--- src/rtl/button_conditioner_pkg.sv ---
// -----------------------------------------------------------------------------
// button_conditioner_pkg
//   Shared definitions for the pushbutton conditioning slice.
//   - db_state_e : per-channel debounce FSM states (fixed 2-bit encodings)
//   - SYNC_DEPTH : number of synchronizer flops per raw input
// -----------------------------------------------------------------------------
package button_conditioner_pkg;

  typedef enum logic [1:0] {
    RELEASED   = 2'b00,
    PRESS_PEND = 2'b01,
    PRESSED    = 2'b10,
    REL_PEND   = 2'b11
  } db_state_e;

  localparam int unsigned SYNC_DEPTH = 2;

endpackage

--- src/rtl/button_conditioner_debounce_channel.sv ---
// -----------------------------------------------------------------------------
// debounce_channel
//   One pushbutton channel: 2-FF synchronizer on the inverted raw input,
//   four-state debounce FSM with stable-cycle counter, registered outputs.
//
//   Parameters:
//     DEBOUNCE_COUNT  consecutive stable cycles needed to accept a change (>=2)
//   Ports:
//     clk        in   system clock
//     reset      in   asynchronous active-high reset
//     btn_in_n   in   raw button, active low, asynchronous
//     req_out    out  debounced level, active high
//     press_out  out  one-cycle pulse per accepted press
//
//   Macro BUTTON_COND_PULSE_EN: when defined the press pulse register is
//   built; otherwise press_out is tied low.
// -----------------------------------------------------------------------------
module debounce_channel
  import button_conditioner_pkg::*;
#(
  parameter int unsigned DEBOUNCE_COUNT = 120000
) (
  input  logic clk,
  input  logic reset,
  input  logic btn_in_n,
  output logic req_out,
  output logic press_out
);

  localparam int unsigned CNT_W = $clog2(DEBOUNCE_COUNT);
  localparam logic [CNT_W-1:0] CNT_LAST = CNT_W'(DEBOUNCE_COUNT - 1);

  logic [SYNC_DEPTH-1:0] sync_q, sync_d;
  db_state_e             state_q, state_d;
  logic [CNT_W-1:0]      cnt_q, cnt_d;
  logic                  req_q, req_d;
  logic                  sync;

  assign sync = sync_q[SYNC_DEPTH-1];

  always_comb begin
    sync_d  = {sync_q[SYNC_DEPTH-2:0], ~btn_in_n};
    state_d = state_q;
    cnt_d   = cnt_q;
    case (state_q)
      RELEASED: begin
        if (sync) begin
          state_d = PRESS_PEND;
          cnt_d   = '0;
        end
      end
      PRESS_PEND: begin
        if (!sync)                state_d = RELEASED;
        else if (cnt_q == CNT_LAST) state_d = PRESSED;
        else                      cnt_d   = cnt_q + 1'b1;
      end
      PRESSED: begin
        if (!sync) begin
          state_d = REL_PEND;
          cnt_d   = '0;
        end
      end
      REL_PEND: begin
        if (sync)                 state_d = PRESSED;
        else if (cnt_q == CNT_LAST) state_d = RELEASED;
        else                      cnt_d   = cnt_q + 1'b1;
      end
      default: begin
        state_d = RELEASED;
        cnt_d   = '0;
      end
    endcase
    // Outputs decode the current state, so they trail the state register by
    // one edge; this places the rising edge at DEBOUNCE_COUNT+3 after sampling.
    req_d = (state_q == PRESSED) || (state_q == REL_PEND);
  end

  always_ff @(posedge clk or posedge reset) begin
    if (reset) begin
      sync_q  <= '0;
      state_q <= RELEASED;
      cnt_q   <= '0;
      req_q   <= 1'b0;
    end else begin
      sync_q  <= sync_d;
      state_q <= state_d;
      cnt_q   <= cnt_d;
      req_q   <= req_d;
    end
  end

  assign req_out = req_q;

`ifdef BUTTON_COND_PULSE_EN
  logic press_q, press_d;

  // PRESSED while req is still low only happens on the first cycle after
  // PRESS_PEND->PRESSED; REL_PEND->PRESSED keeps req high and yields no pulse.
  always_comb begin
    press_d = (state_q == PRESSED) && !req_q;
  end

  always_ff @(posedge clk or posedge reset) begin
    if (reset) press_q <= 1'b0;
    else       press_q <= press_d;
  end

  assign press_out = press_q;
`else
  assign press_out = 1'b0;
`endif

endmodule

--- src/rtl/button_conditioner.sv ---
// -----------------------------------------------------------------------------
// button_conditioner
//   Synchronizes and debounces two raw active-low pushbuttons into clean
//   active-high request levels plus one-cycle press pulses. The two channels
//   are fully independent.
//
//   Parameters:
//     CLOCK_FREQ      system clock in Hz
//     DEBOUNCE_COUNT  stable cycles to accept a change (default 10 ms)
//   Ports:
//     clk, reset               clock, asynchronous active-high reset
//     btn1_in_n, btn2_in_n     raw buttons, active low
//     req1_out, req2_out       debounced levels, active high
//     press1_out, press2_out   press pulses
//
//   Macro BUTTON_COND_PULSE_EN enables the press pulse outputs; when
//   undefined press1_out/press2_out are constant 0.
// -----------------------------------------------------------------------------
module button_conditioner #(
  parameter int unsigned CLOCK_FREQ     = 12000000,
  parameter int unsigned DEBOUNCE_COUNT = CLOCK_FREQ / 100
) (
  input  logic clk,
  input  logic reset,
  input  logic btn1_in_n,
  input  logic btn2_in_n,
  output logic req1_out,
  output logic req2_out,
  output logic press1_out,
  output logic press2_out
);

  debounce_channel #(.DEBOUNCE_COUNT(DEBOUNCE_COUNT)) u_ch1 (
    .clk       (clk),
    .reset     (reset),
    .btn_in_n  (btn1_in_n),
    .req_out   (req1_out),
    .press_out (press1_out)
  );

  debounce_channel #(.DEBOUNCE_COUNT(DEBOUNCE_COUNT)) u_ch2 (
    .clk       (clk),
    .reset     (reset),
    .btn_in_n  (btn2_in_n),
    .req_out   (req2_out),
    .press_out (press2_out)
  );

endmodule

--- config.mk ---
export PLATFORM = sky130hd
export DESIGN_NAME = button_conditioner
export DESIGN_NICKNAME = d
export VERILOG_FILES = /design/src/rtl/button_conditioner_pkg.sv /design/src/rtl/button_conditioner_debounce_channel.sv /design/src/rtl/button_conditioner.sv
export SDC_FILE = /design/constraint.sdc
export NUM_CORES = 1
export LEC_CHECK = 0
export ABC_AREA = 0
export CORE_MARGIN = 1.5
export CORE_UTILIZATION = 24
export DETAILED_ROUTE_END_ITERATION = 10
export MAX_ROUTING_LAYER = met4
export PLACE_DENSITY_LB_ADDON = 0.25
export SYNTH_ARGS = -nofsm -noshare
export SYNTH_HDL_FRONTEND = slang
export SYNTH_SLANG_ARGS = --single-unit
--- constraint.sdc ---
create_clock -name clk -period 3.3 [get_ports clk]
set_input_delay 0.66 -clock clk [delete_from_list [all_inputs] [get_ports clk]]
set_output_delay 0.66 -clock clk [all_outputs]
set_load 0.005 [all_outputs]
==> summary.txt, run 1 <==
Run status
  – Status: completed

GRT
  – Number of global-route vias before repair: 1,938
  – Met1 Resource Use GR: 0.141
  – Gr busiest metal: met2
  – Global-route wire length before repair: 9.55 mm
  – Initial antenna violation count: 0
  – Largest net degree at the start of global routing: 45
  – Grt total ovfl: 0
  – Met2 Use GR: 0.167
  – All-Layer GR Usage: 0.109
  – M3 GR Usage: 0.0237

Timing
  – Tcrit/Tclk final: 0.624
  – Max-slew violations: 0
  – RSZ-0062 raised after global routing: false
  – F_max: 0.486 GHz
  – Hold Worst Slack: 0.355 ns
  – Slew HR: 0.378
  – Min cycle time layout: 2.06 ns
  – Final setup fails: 0
  – Clock Skews: 0.00932 ns
  – Worst slew pin tran: 0.931 ns
  – Final Hold Fails: 0
  – Setup TNS: 0 ns

Critical path
  – Worst reg2reg endpoint: u_ch2.cnt_q[16]
  – Critical Path AT: 2.25 ns
  – R2R depth: 5
  – Req. time, crit path: 3.49 ns
  – Slowest CP cell: or4_1
  – Crit path capture: u_ch2.cnt_q[16]
  – Crit path max fanout: 6
  – Worst r2r src: u_ch2.cnt_q[0]
  – CP top delay family: simple AND/OR/NAND/NOR gates
  – CP Launch Point: u_ch2.cnt_q[0]
  – Reg2reg setup slack: 1.24 ns
  – Crit-path cells: ha_1, nand4_2, or4_1, o211a_1, a211o_1
  – CP Capture Type: flop
  – Worst setup SP type: flop
  – Critical Path Stages: 5
  – Worst path bufs/invs: 0
  – Largest stage delay on the critical path: 0.61 ns
  – CP Class: flop to flop

Min path
  – Hold Path Class: flop to flop
  – Hold path start: u_ch2.sync_q[0]

Layout
  – Multi-input gate area: 1270 sq um
  – Fill count: 1,088
  – Sequential cell area: 1100 sq um
  – Post-route cell area: 2820 sq um
  – Layout cells sized above 1: 0.0800
  – N_diodes: 0
  – Synth-to-layout area growth: 12.6%
  – Most common cell after layout, fill and taps aside: dfrtp_1
  – Nets: 280
  – Most frequent cells in the layout: dfrtp_1 (44), nand2_1 (42), nand3_1 (27)

Clock tree
  – Postcts setup bufs: 0
  – Htree depth: 2
  – Clk slew on worst S/H paths: 0.09 ns
  – CTS max path bufs: 2
  – Root Buffer: clkbuf_8
  – Later-pin clock latency in the skew report: 0.30 ns
  – # hold bufs at CTS: 0
  – CTS tree: done
  – Clock sink count: 44
  – Post-CTS sizing: 0
  – CTS Buf Count: 5

Floorplanning
  – Chip height: 105 microns
  – Initial core utilization: 0.245
  – Die area: 11,100 sq um
  – I/O pin total: 8
  – Die width: 105 microns
  – Core Box Area: 10,200 sq um
  – Row count: 37

Pwr
  – Worst VDD drop: 0.000206 V
  – Clock power share: 0.457
  – Final Power: 1260 uW
  – Internal cell power: 974 uW
  – Combinational share of power: 0.068
  – P_leak: 0.00115 uW
  – P_sw: 290 uW
  – Power Density: 448 nW/um^2
  – Switch share: 0.229
  – Sequential power share: 0.474

Detailed routing
  – Post-route ant nets: 0
  – Iteration count of the initial detailed-routing pass: 4
  – DRC viols: 0
  – Routed vias: 2,069
  – WL final: 5.47 mm
  – Initial DRC count: 143
  – DR vias/cell: 5.03
  – DR WL/cell: 13.3 microns

Flow run
  – Max Cap Viol: 0

Synth
  – Synth Instances: 277
  – Register area share after synthesis: 0.440
  – FF+latch count, synth: 44
  – Most used DFF post-synth: dfrtp_1
  – Area leader, netlist: dfrtp_1
  – Post-synthesis average cell area: 9.04 sq um
  – Synth area leaders: dfrtp_1 (44%), nand2_1 (6.3%), nand3_1 (5.4%)
  – Unique masters post-synth: 53
  – Asr flop ratio synth: 1.00
  – Post-synth EDFFs: 0
  – Post-Syn Area: 2500 sq um
  – Yosys warns: 0
  – Yosys top cell area share: 0.440

Place
  – I/O Buffers: 5
  – GPL Wtd Cong: 0.808
  – Detailed Place HPWL: 3.63 mm
  – DP Area: 2660 sq um
-- synth_stat cells (3+ instances only) --
master	count
nand4_1	8
nand3_1	27
buf_4	4
or4_1	13
a41oi_1	3
nand2b_1	4
and3_1	3
o211ai_1	7
inv_1	9
nor2_1	9
nand4b_1	3
and4_1	6
a21oi_1	8
nor4_1	3
nand2_1	42
mux2i_1	4
dfrtp_1	44
or3_1	5
and2_1	4
nor3_1	6
o21ai_0	8
clkbuf_1	13
o311ai_0	3
a31oi_1	3
-- power groups by stage --
stage / Sequential, uW / Combinational (uW) / Clock, uW
after floorplan: 597 / 72.3 / 0
after global placement: 608 / 87.6 / 0
after detailed placement: 610 / 89.5 / 0
after CTS: 599 / 89.7 / 594
after global routing: 605 / 99.8 / 616
final: 599 / 86.5 / 578
-- routing by layer --
layer,vias up,part of all wire,wire (microns)
met5,-,0,0
met4,0,0.016,85
met3,6,0.024,129
met2,23,0.45,2480
met1,1022,0.51,2770
li1,1018,-,-
-- through the flow --
step	util	worst slack, ns	instances
final	0.276	1.24	411
after global routing	0.276	1.09	411
after CTS	0.276	1.23	411
after detailed placement	0.260	1.25	403
after global placement	0.260	1.28	403
after floorplan	-	1.38	278
-- cell type report --
cell class,count,share of cell area
Sequential cell,44,0.390
Clock inverter,3,0.0319
Inverter,9,0.0120
Clock buffer,5,0.0244
Tap cell,136,0.0603
Timing Repair Buffer,10,0.0311
Multi-Input combinational cell,204,0.450
-- cells by family after synthesis --
| family | count (synthesis) | share of synthesized area |
|---|---|---|
| AO/OA/AOI/OAI | 47 | 0.129 |
| XOR/XNOR | 4 | 0.0140 |
| flip-flops | 44 | 0.440 |
| adder cells (fa/ha/maj) | 2 | 0.00999 |
| buffers and inverters | 30 | 0.0580 |
| other | 1 | 0.00150 |
| multiplexers | 6 | 0.0265 |
| AND/OR/NAND/NOR | 143 | 0.321 |
-- flip-flops by register name, summed over array words and instances (netlist names), named ones only --
signal / flops
u_ch1.cnt_q: 17
u_ch1.state_q: 1
u_ch1.sync_q: 2
u_ch2.state_q: 1
u_ch1.req_out: 1
u_ch2.sync_q: 2
u_ch2.cnt_q: 17
u_ch2.req_out: 1
-- worst min-delay path by stage --
stage	end	depth (start not counted)	slack, ns
2_1_floorplan	u_ch1.sync_q[1]	0	0.33
3_3_place_gp	u_ch2.sync_q[1]	0	0.34
3_5_place_dp	u_ch2.sync_q[1]	0	0.34
4_1_cts	u_ch2.sync_q[1]	0	0.36
5_1_grt	u_ch2.sync_q[1]	0	0.37
6_report	u_ch2.sync_q[1]	0	0.35
(Power assumes the default switching activity.)
==> run 2: changes to the inputs <==
==> constraint.sdc (replaced) <==
create_clock -name clk -period 2 [get_ports clk]
set_input_delay 0.4 -clock clk [delete_from_list [all_inputs] [get_ports clk]]
set_output_delay 0.4 -clock clk [all_outputs]
set_load 0.005 [all_outputs]
==> summary.txt, run 2 (same netlist as run 1, synthesis figures left out) <==
Critical path
  – Req. time, crit path: 2.20 ns
  – CP Capture Type: flop
  – Worst r2r src: u_ch2.cnt_q[13]
  – Critical Path AT: 2.10 ns
  – Slowest CP cell: or4b_1
  – Crit path max fanout: 11
  – Largest stage delay on the critical path: 0.55 ns
  – CP Class: flop to flop
  – Crit-path cells: or4b_1, nor4_2, buf_4, nand2_4, mux2_4
  – Reg2reg setup slack: 0.1 ns
  – Worst setup SP type: flop
  – R2R depth: 5

Clock tree
  – Later-pin clock latency in the skew report: 0.31 ns
  – Clock sink count: 44
  – Postcts setup bufs: 0
  – # hold bufs at CTS: 0
  – Post-CTS sizing: 0
  – Root Buffer: clkbuf_8
  – CTS Buf Count: 5
  – Htree depth: 2
  – CTS max path bufs: 2
  – Clk slew on worst S/H paths: 0.09 ns
  – CTS tree: done

Min path
  – Endpoint, Worst Hold: u_ch1.sync_q[1]
  – Hold path start: u_ch1.sync_q[0]
  – Worst hold path depth: 0
  – Hold Path Class: flop to flop

Floorplanning
  – Die area: 11,100 sq um
  – I/O pin total: 8
  – Initial core utilization: 0.245
  – Row count: 37
  – Chip height: 105 microns
  – Die width: 105 microns
  – Core Box Area: 10,200 sq um

Place
  – GPL Wtd Cong: 0.759
  – I/O Buffers: 5
  – Placed cells: 419
  – Detailed Place HPWL: 3.94 mm
  – DP Area: 2810 sq um

Run status
  – Status: completed

Timing
  – Min cycle time layout: 1.90 ns
  – Final setup fails: 0
  – Final Hold Fails: 0
  – Max-slew violations: 0
  – RSZ-0062 raised after global routing: false
  – F_max: 0.526 GHz
  – Clock Skews: 0.0110 ns
  – Setup TNS: 0 ns
  – Tcrit/Tclk final: 0.950

Layout
  – Nets: 296
  – Largest registers: u_ch1.cnt_q (17), u_ch2.cnt_q (17)
  – Synth-to-layout area growth: 16.8%
  – Fill count: 1,087
  – Post-route cell area: 2920 sq um
  – Most frequent cells in the layout: dfrtp_1 (44), nand2_1 (42), nand3_1 (27)
  – Most common cell after layout, fill and taps aside: dfrtp_1
  – N_diodes: 0
  – Final cell count without fillers: 427
  – Layout cells sized above 1: 0.137

Pwr
  – Worst VDD drop: 0.000287 V
  – P_leak: 0.00122 uW
  – Power Density: 638 nW/um^2

Detailed routing
  – Iteration count of the initial detailed-routing pass: 4
  – DR vias/cell: 5.00
  – WL final: 5.93 mm
  – DRC viols: 0
  – Post-route ant nets: 0
  – DR WL/cell: 13.9 microns
  – Initial DRC count: 124
  – Routed vias: 2,137

GRT
  – All-Layer GR Usage: 0.118
  – Largest net degree at the start of global routing: 31
  – Global-route wire length before repair: 10.3 mm
  – Number of global-route vias before repair: 2,048
  – Grt total ovfl: 0
  – Initial antenna violation count: 0

Flow run
  – Max Cap Viol: 0
==> run 2: cell types whose count changed in the layout (fill, tap and decap cells not counted) <==
cell,delta
buf_12,+2
buf_4,+14
bufinv_16,-2
clkinv_2,+1
clkinvlp_4,+1
ha_1,-1
ha_2,+1
or4_1,-1
or4_4,+1
==> run 2: worst max-delay path: cells and delay by family (launching register included) <==
kind	cells	cell delay [ns]
AND/OR/NAND/NOR	3	0.89
flip-flops	1	0.39
multiplexers	1	0.29
buffers and inverters	1	0.23
==> run 2: how the worst max path moves through the flow <==
stage | from | to | slack (ns) | cells past startpoint
after floorplan | u_ch2.cnt_q[0] | u_ch2.cnt_q[16] | 0.08 | 5
after global placement | u_ch2.cnt_q[13] | flop | 0.1 | 5
after detailed placement | u_ch2.cnt_q[13] | flop | 0.1 | 5
after CTS | u_ch2.cnt_q[1] | u_ch2.cnt_q[16] | 0.09 | 5
after global routing | u_ch2.cnt_q[7] | flop | 0.02 | 5
final | u_ch2.cnt_q[13] | flop | 0.1 | 5
==> run 2: power breakdown <==
| group | internal (uW) | total (uW) | switching [uW] |
|---|---|---|---|
| clock network | 370 | 708 | 338 |
| logic | 74.5 | 177 | 102 |
| registers | 927 | 980 | 53.2 |
==> run 2: layout make-up <==
class | count | area [sq um] | share of cell area
Inverter | 9 | 33.8 | 0.0116
Timing Repair Buffer | 26 | 233 | 0.0796
Clock inverter | 3 | 42.5 | 0.0145
Multi-Input combinational cell | 204 | 1270 | 0.436
Sequential cell | 44 | 1100 | 0.377
Tap cell | 136 | 170 | 0.0582
Clock buffer | 5 | 68.8 | 0.0235
==> run 2: per-stage QoR <==
step | total power (uW) | utilization | hold slack (ns) | setup WS [ns]
after detailed placement | 1180 | 0.274 | 0.340 | 0.0980
final | 1860 | 0.286 | 0.358 | 0.0994
after CTS | 1900 | 0.285 | 0.361 | 0.0924
after floorplan | 1110 | - | 0.331 | 0.0849
after global placement | 1170 | 0.274 | 0.339 | 0.0975
after global routing | 1970 | 0.286 | 0.367 | 0.0193
==> run 2: layer usage <==
layer  GRT usage  part of all wire  up-vias
li1            -                 -     1053
met5           -                 0        -
met4      0.0411             0.014        0
met1       0.166              0.51     1051
met3      0.0206             0.024        6
met2       0.170              0.45       27
==> patch 1, RTL diff (settings of run 2) <==
Set the parameter `CLOCK_FREQ` to 48000000 (it was 12000000).
--- a/src/rtl/button_conditioner.sv
+++ b/src/rtl/button_conditioner.sv
@@ -17,7 +17,7 @@
 //   undefined press1_out/press2_out are constant 0.
 // -----------------------------------------------------------------------------
 module button_conditioner #(
-  parameter int unsigned CLOCK_FREQ     = 12000000,
+  parameter int unsigned CLOCK_FREQ     = 48000000,
   parameter int unsigned DEBOUNCE_COUNT = CLOCK_FREQ / 100
 ) (
   input  logic clk,
Function: same outputs for any inputs over 10 cycles, from zero or initial values and one cycle with reset high; that may be too few to reach the edited logic, so the function may still have changed.
==> patch 1 against run 2 <==
  * Hold slack lost 8.9 ps
  * Synthesized cell count increased by 11%
  * Cell count increased by 11%
  * Wire length up 10%
  * Critical path depth unchanged
  * Largest cell class unchanged
  * Design area up 16%
  * Total power rose by 15%
  * Maximum frequency is essentially flat
  * Critical path type unchanged
  * Highest routed layer unchanged
  * Sequential cell count is 4 higher
  * Synthesized area increased by 12%
  * Largest power group unchanged
  * Sequential share of layout area decreased by 2.2 points
  * Worst setup slack got worse by 1.4 ps
  * Combinational power down 9.6%
  * Clock skew is 4.4 ps lower
==> patch 1: results (changes against run 2) <==
Synth Area in XOR/XNOR=0.01876 (was 0.01399); Compound-Gate Fraction of Synth Area=0.1577 (was 0.1294); IR drop worst, VDD=0.2711 mV (was 0.2869 mV); top post-synthesis cells by area=dfrtp_1 (43%), nand2_1 (4.4%), nand4_1 (3.3%) (was dfrtp_1 (44%), nand2_1 (6.3%), nand3_1 (5.4%)); mux share of post-synthesis cell area=0.04958 (was 0.02649); clock skew=6.563 ps (was 10.98 ps); layout cell share with drive strength beyond 1=0.1541 (was 0.1375); Yosys cell types=58 (was 53); synthesized instance count=307 (was 277); Routability Congestion=0.8431 (was 0.7592); met2 Usage GRT=0.1724 (was 0.1699); Final nets=336 (was 296); Reg area=1201 um2 (was 1101 um2); Met1 Wirelength=3.343 mm (was 3.050 mm); Total Routing Usage GR=0.1149 (was 0.1180); global-route wire length before repair=11.27 mm (was 10.29 mm); outcome=completed (unchanged); Worst path slowest cell=dfrtp_1 (was or4b_1); top flop regs=u_ch1.cnt_q: 19 flops, u_ch2.cnt_q: 19 flops (was u_ch1.cnt_q: 17 flops, u_ch2.cnt_q: 17 flops); static leakage=0.001385 uW (was 0.001218 uW); worst-path fanout max=6 (was 11); dpl cells=466 (was 419); Synth Area in Adders=0.008933 (was 0.009995); GR Layer Usage met1=0.1549 (was 0.1659); DP Worst Slack=118.2 ps (was 98.01 ps); global-route track usage on met3=0.02296 (was 0.02059); DR iter-0 viols=103 (was 124); Worst EP arrival=2080 ps (was 2100 ps); HPWL Detailed=4.523 mm (was 3.936 mm); CP max stage delay=430 ps (was 550 ps); switching share of total power=0.2307 (was 0.2643); Via density=5.044 (was 5.005); met3 routed WL=194 um (was 143 um); fillers=1,205 (was 1,087); Worst-path clk slew=70 ps (was 90 ps); Sequential Power Share=0.475 (was 0.526); clk root buf=clkbuf_16 (was clkbuf_8); later-pin clock latency in the skew report=290 ps (was 310 ps)
patch 1: area by class of cell:
type,count,share of cell area
Sequential cell,48,0.3549
Inverter,15,0.01664
Multi-Input combinational cell,227,0.4355
Tap cell,143,0.05287
Timing Repair Buffer,33,0.09168
Clock inverter,2,0.01035
Clock buffer,6,0.03808
patch 1: critical path, delay by kind of cell (launching register included):
kind / cells / cell delay [ps]
compound gates: 1 / 300
flops: 1 / 430
simple gates: 3 / 820
fa+ha+maj: 1 / 230
patch 1: worst paths after layout:
kind                                   end  slack (ps)  cells after the start            start
max                         u_ch1.cnt_q[1]         100                      5   u_ch1.cnt_q[0]
max reg2reg                 u_ch1.cnt_q[1]         100                      5   u_ch1.cnt_q[0]
max in group asynchronous  u_ch1.cnt_q[17]        1130                      3            reset
min in group asynchronous    u_ch2.req_out         420                      2            reset
min reg2reg                u_ch1.sync_q[1]         350                      0  u_ch1.sync_q[0]
min                        u_ch1.sync_q[1]         350                      0  u_ch1.sync_q[0]
==> patch 2, RTL diff (flow settings as in run 2) <==
Made on the original files. Register the inputs `btn1_in_n` and `btn2_in_n` before use, without a reset. The logic sees them one clock later.
--- a/src/rtl/button_conditioner.sv
+++ b/src/rtl/button_conditioner.sv
@@ -30,10 +30,18 @@
   output logic press2_out
 );
 
+  logic btn1_in_n_q;
+  logic btn2_in_n_q;
+
+  always_ff @(posedge clk) begin
+      btn1_in_n_q <= btn1_in_n;
+      btn2_in_n_q <= btn2_in_n;
+  end
+
   debounce_channel #(.DEBOUNCE_COUNT(DEBOUNCE_COUNT)) u_ch1 (
     .clk       (clk),
     .reset     (reset),
-    .btn_in_n  (btn1_in_n),
+    .btn_in_n  (btn1_in_n_q),
     .req_out   (req1_out),
     .press_out (press1_out)
   );
@@ -41,7 +49,7 @@
   debounce_channel #(.DEBOUNCE_COUNT(DEBOUNCE_COUNT)) u_ch2 (
     .clk       (clk),
     .reset     (reset),
-    .btn_in_n  (btn2_in_n),
+    .btn_in_n  (btn2_in_n_q),
     .req_out   (req2_out),
     .press_out (press2_out)
   );
Behaviour: no difference found for any inputs over 10 cycles, from zero or initial values and one cycle with reset high; that may be too few to reach the edited logic, so the function may still have changed.
==> patch 2 against run 2 <==
  * Synthesized area decreased by 5.2%
  * Sequential cell count increased by 2
  * Worst setup slack improved by 27 ps
  * Cell count down 3.7%
  * Global-route usage decreased by 0.56 points
  * Combinational power decreased by 3%
  * Hold slack better by 4.5 ps
  * Total power up 8.5%
  * Design area decreased by 0.94%
  * Wire length down 8.4%
==> patch 2: results (changes against run 2) <==
outcome=completed (unchanged); Worst path slowest cell=or3_2 (was or4b_1); DR iter-0 viols=120 (was 124); number of synthesized flops with an enable pin=0 (unchanged); HPWL Detailed=3.734 mm (was 3.936 mm); WHS=362.6 ps (was 358.1 ps); sequential cell area fraction in the yosys report=0.4808 (was 0.4398); Worst Hold Launch=u_ch1.sync_q[0] (unchanged); fillers=1,019 (was 1,087); sequential cell area share=0.3940 (was 0.3766); startpoint types=register (unchanged); Worst EP arrival=2100 ps (about the same); WHS Path Cells=0 (unchanged); global-route wire length before repair=8.956 mm (was 10.29 mm); CP max stage delay=410 ps (was 550 ps); Multi-input gate area=1121 um2 (was 1275 um2); largest net degree at the start of global routing=29 (was 31); switching share of total power=0.2239 (was 0.2643); R2R Path End=u_ch2.cnt_q[5]; Total Routing Usage GR=0.1124 (was 0.1180); multi-input gates=179 (was 204); clk cell area share=0.04924 (was 0.03808); Clock Buffer Count=6 (was 5); Signal inverters=14 (was 9); Yosys cell types=50 (was 53); CP Capture Type=register (unchanged); static leakage=0.001254 uW (was 0.001218 uW); IR drop worst, VDD=0.2761 mV (was 0.2869 mV); layout cell share with drive strength beyond 1=0.1835 (was 0.1375); Final Cycle Share=0.9370 (was 0.9503); Via density=4.740 (was 5.005); top cells by count, synth=dfrtp_1 (44), nand2_1 (24), nand3_1 (18) (was dfrtp_1 (44), nand2_1 (42), nand3_1 (27)); Max Cap Viol=0 (unchanged); hold endpoint=u_ch1.sync_q[1] (unchanged); clk root buf=clkbuf_8 (unchanged); Reg2Reg Setup Slack=130 ps (was 100 ps); clk sinks=46 (was 44); Non-clk bufs=31 (was 26); Final nets=283 (was 296); Routability Congestion=0.7660 (was 0.7592); htree depth=2 (unchanged); later-pin clock latency in the skew report=290 ps (was 310 ps); buffer share of cell area=0.09330 (was 0.07959); worst-path fanout max=6 (was 11); Worst R2R Path Depth=7 (was 5); DP Worst Slack=-8.408 ps (was 98.01 ps); first-pass detailed-route iteration total=4 (unchanged); vias in the first global route=1,812 (was 2,048); top post-synthesis cells by area=dfrtp_1 (46%), nand3_1 (3.8%), nand2_1 (3.8%) (was dfrtp_1 (44%), nand2_1 (6.3%), nand3_1 (5.4%)); IO buf count=5 (unchanged); clock skew=2.306 ps (was 10.98 ps); initial antenna violation count=0 (unchanged); async set-or-reset flop fraction in the synthesized netlist=0.9565 (was 1.000); FF-to-FF Start=u_ch2.cnt_q[0] (was u_ch2.cnt_q[13]); Worst-path clk slew=90 ps (about the same); yosys warns=0 (unchanged); final wirelength=5.431 mm (was 5.932 mm)
patch 2: cell types whose count changed in the layout (fill, tap and decap cells not counted), moves of 5 or more:
cell	before	now
nand2_1	42	24
nand3_1	27	18
a22o_1	1	8
or4_1	12	5
and4_1	6	1
buf_4	19	24
mux2_2	1	6
o21ai_0	8	13
patch 2: layer usage:
layer | part of all wire | wire length [um] | up-vias | track usage
li1 | - | - | 971 | -
met4 | 0.0094 | 51 | 0 | 0.03477
met5 | 0 | 0 | - | -
met1 | 0.52 | 2831 | 958 | 0.1585
met3 | 0.013 | 73 | 2 | 0.01847
met2 | 0.46 | 2474 | 17 | 0.1645
patch 2: logic make-up (layout without fill, tap and decap cells):
family,after synthesis,after routing,synth area share
other cells,1,2,0.001580
xor+xnor,4,4,0.01476
flops,46,46,0.4808
buf+inv,28,53,0.05166
fa+ha+maj,2,2,0.01054
mux,7,7,0.03268
simple gates,106,106,0.2504
compound gates,58,58,0.1576
patch 2: per-stage QoR:
step | power, uW | std cells | area (um2) | utilization
2_1_floorplan | 1108 | 253 | 2377 | -
3_3_place_gp | 1178 | 400 | 2724 | 0.2813
3_5_place_dp | 1180 | 400 | 2724 | 0.2813
4_1_cts | 2062 | 409 | 2874 | 0.2968
5_1_grt | 2119 | 411 | 2897 | 0.2991
6_report | 2023 | 411 | 2897 | 0.2991
patch 2: what timing repair did:
| item | CTS | global route |
|---|---|---|
| resized for setup | 0 | 2 |
| setup buffers | 1 | 2 |
| setup endpoints to repair | 3 | 13 |
| pin swaps | 1 | 2 |
patch 2: power by group through the flow:
stage	clock network [uW]	logic (uW)	registers [uW]
2_1_floorplan	0	99.4	1010
3_3_place_gp	0	169	1010
3_5_place_dp	0	169	1010
4_1_cts	901	171	991
5_1_grt	927	196	997
6_report	860	172	991
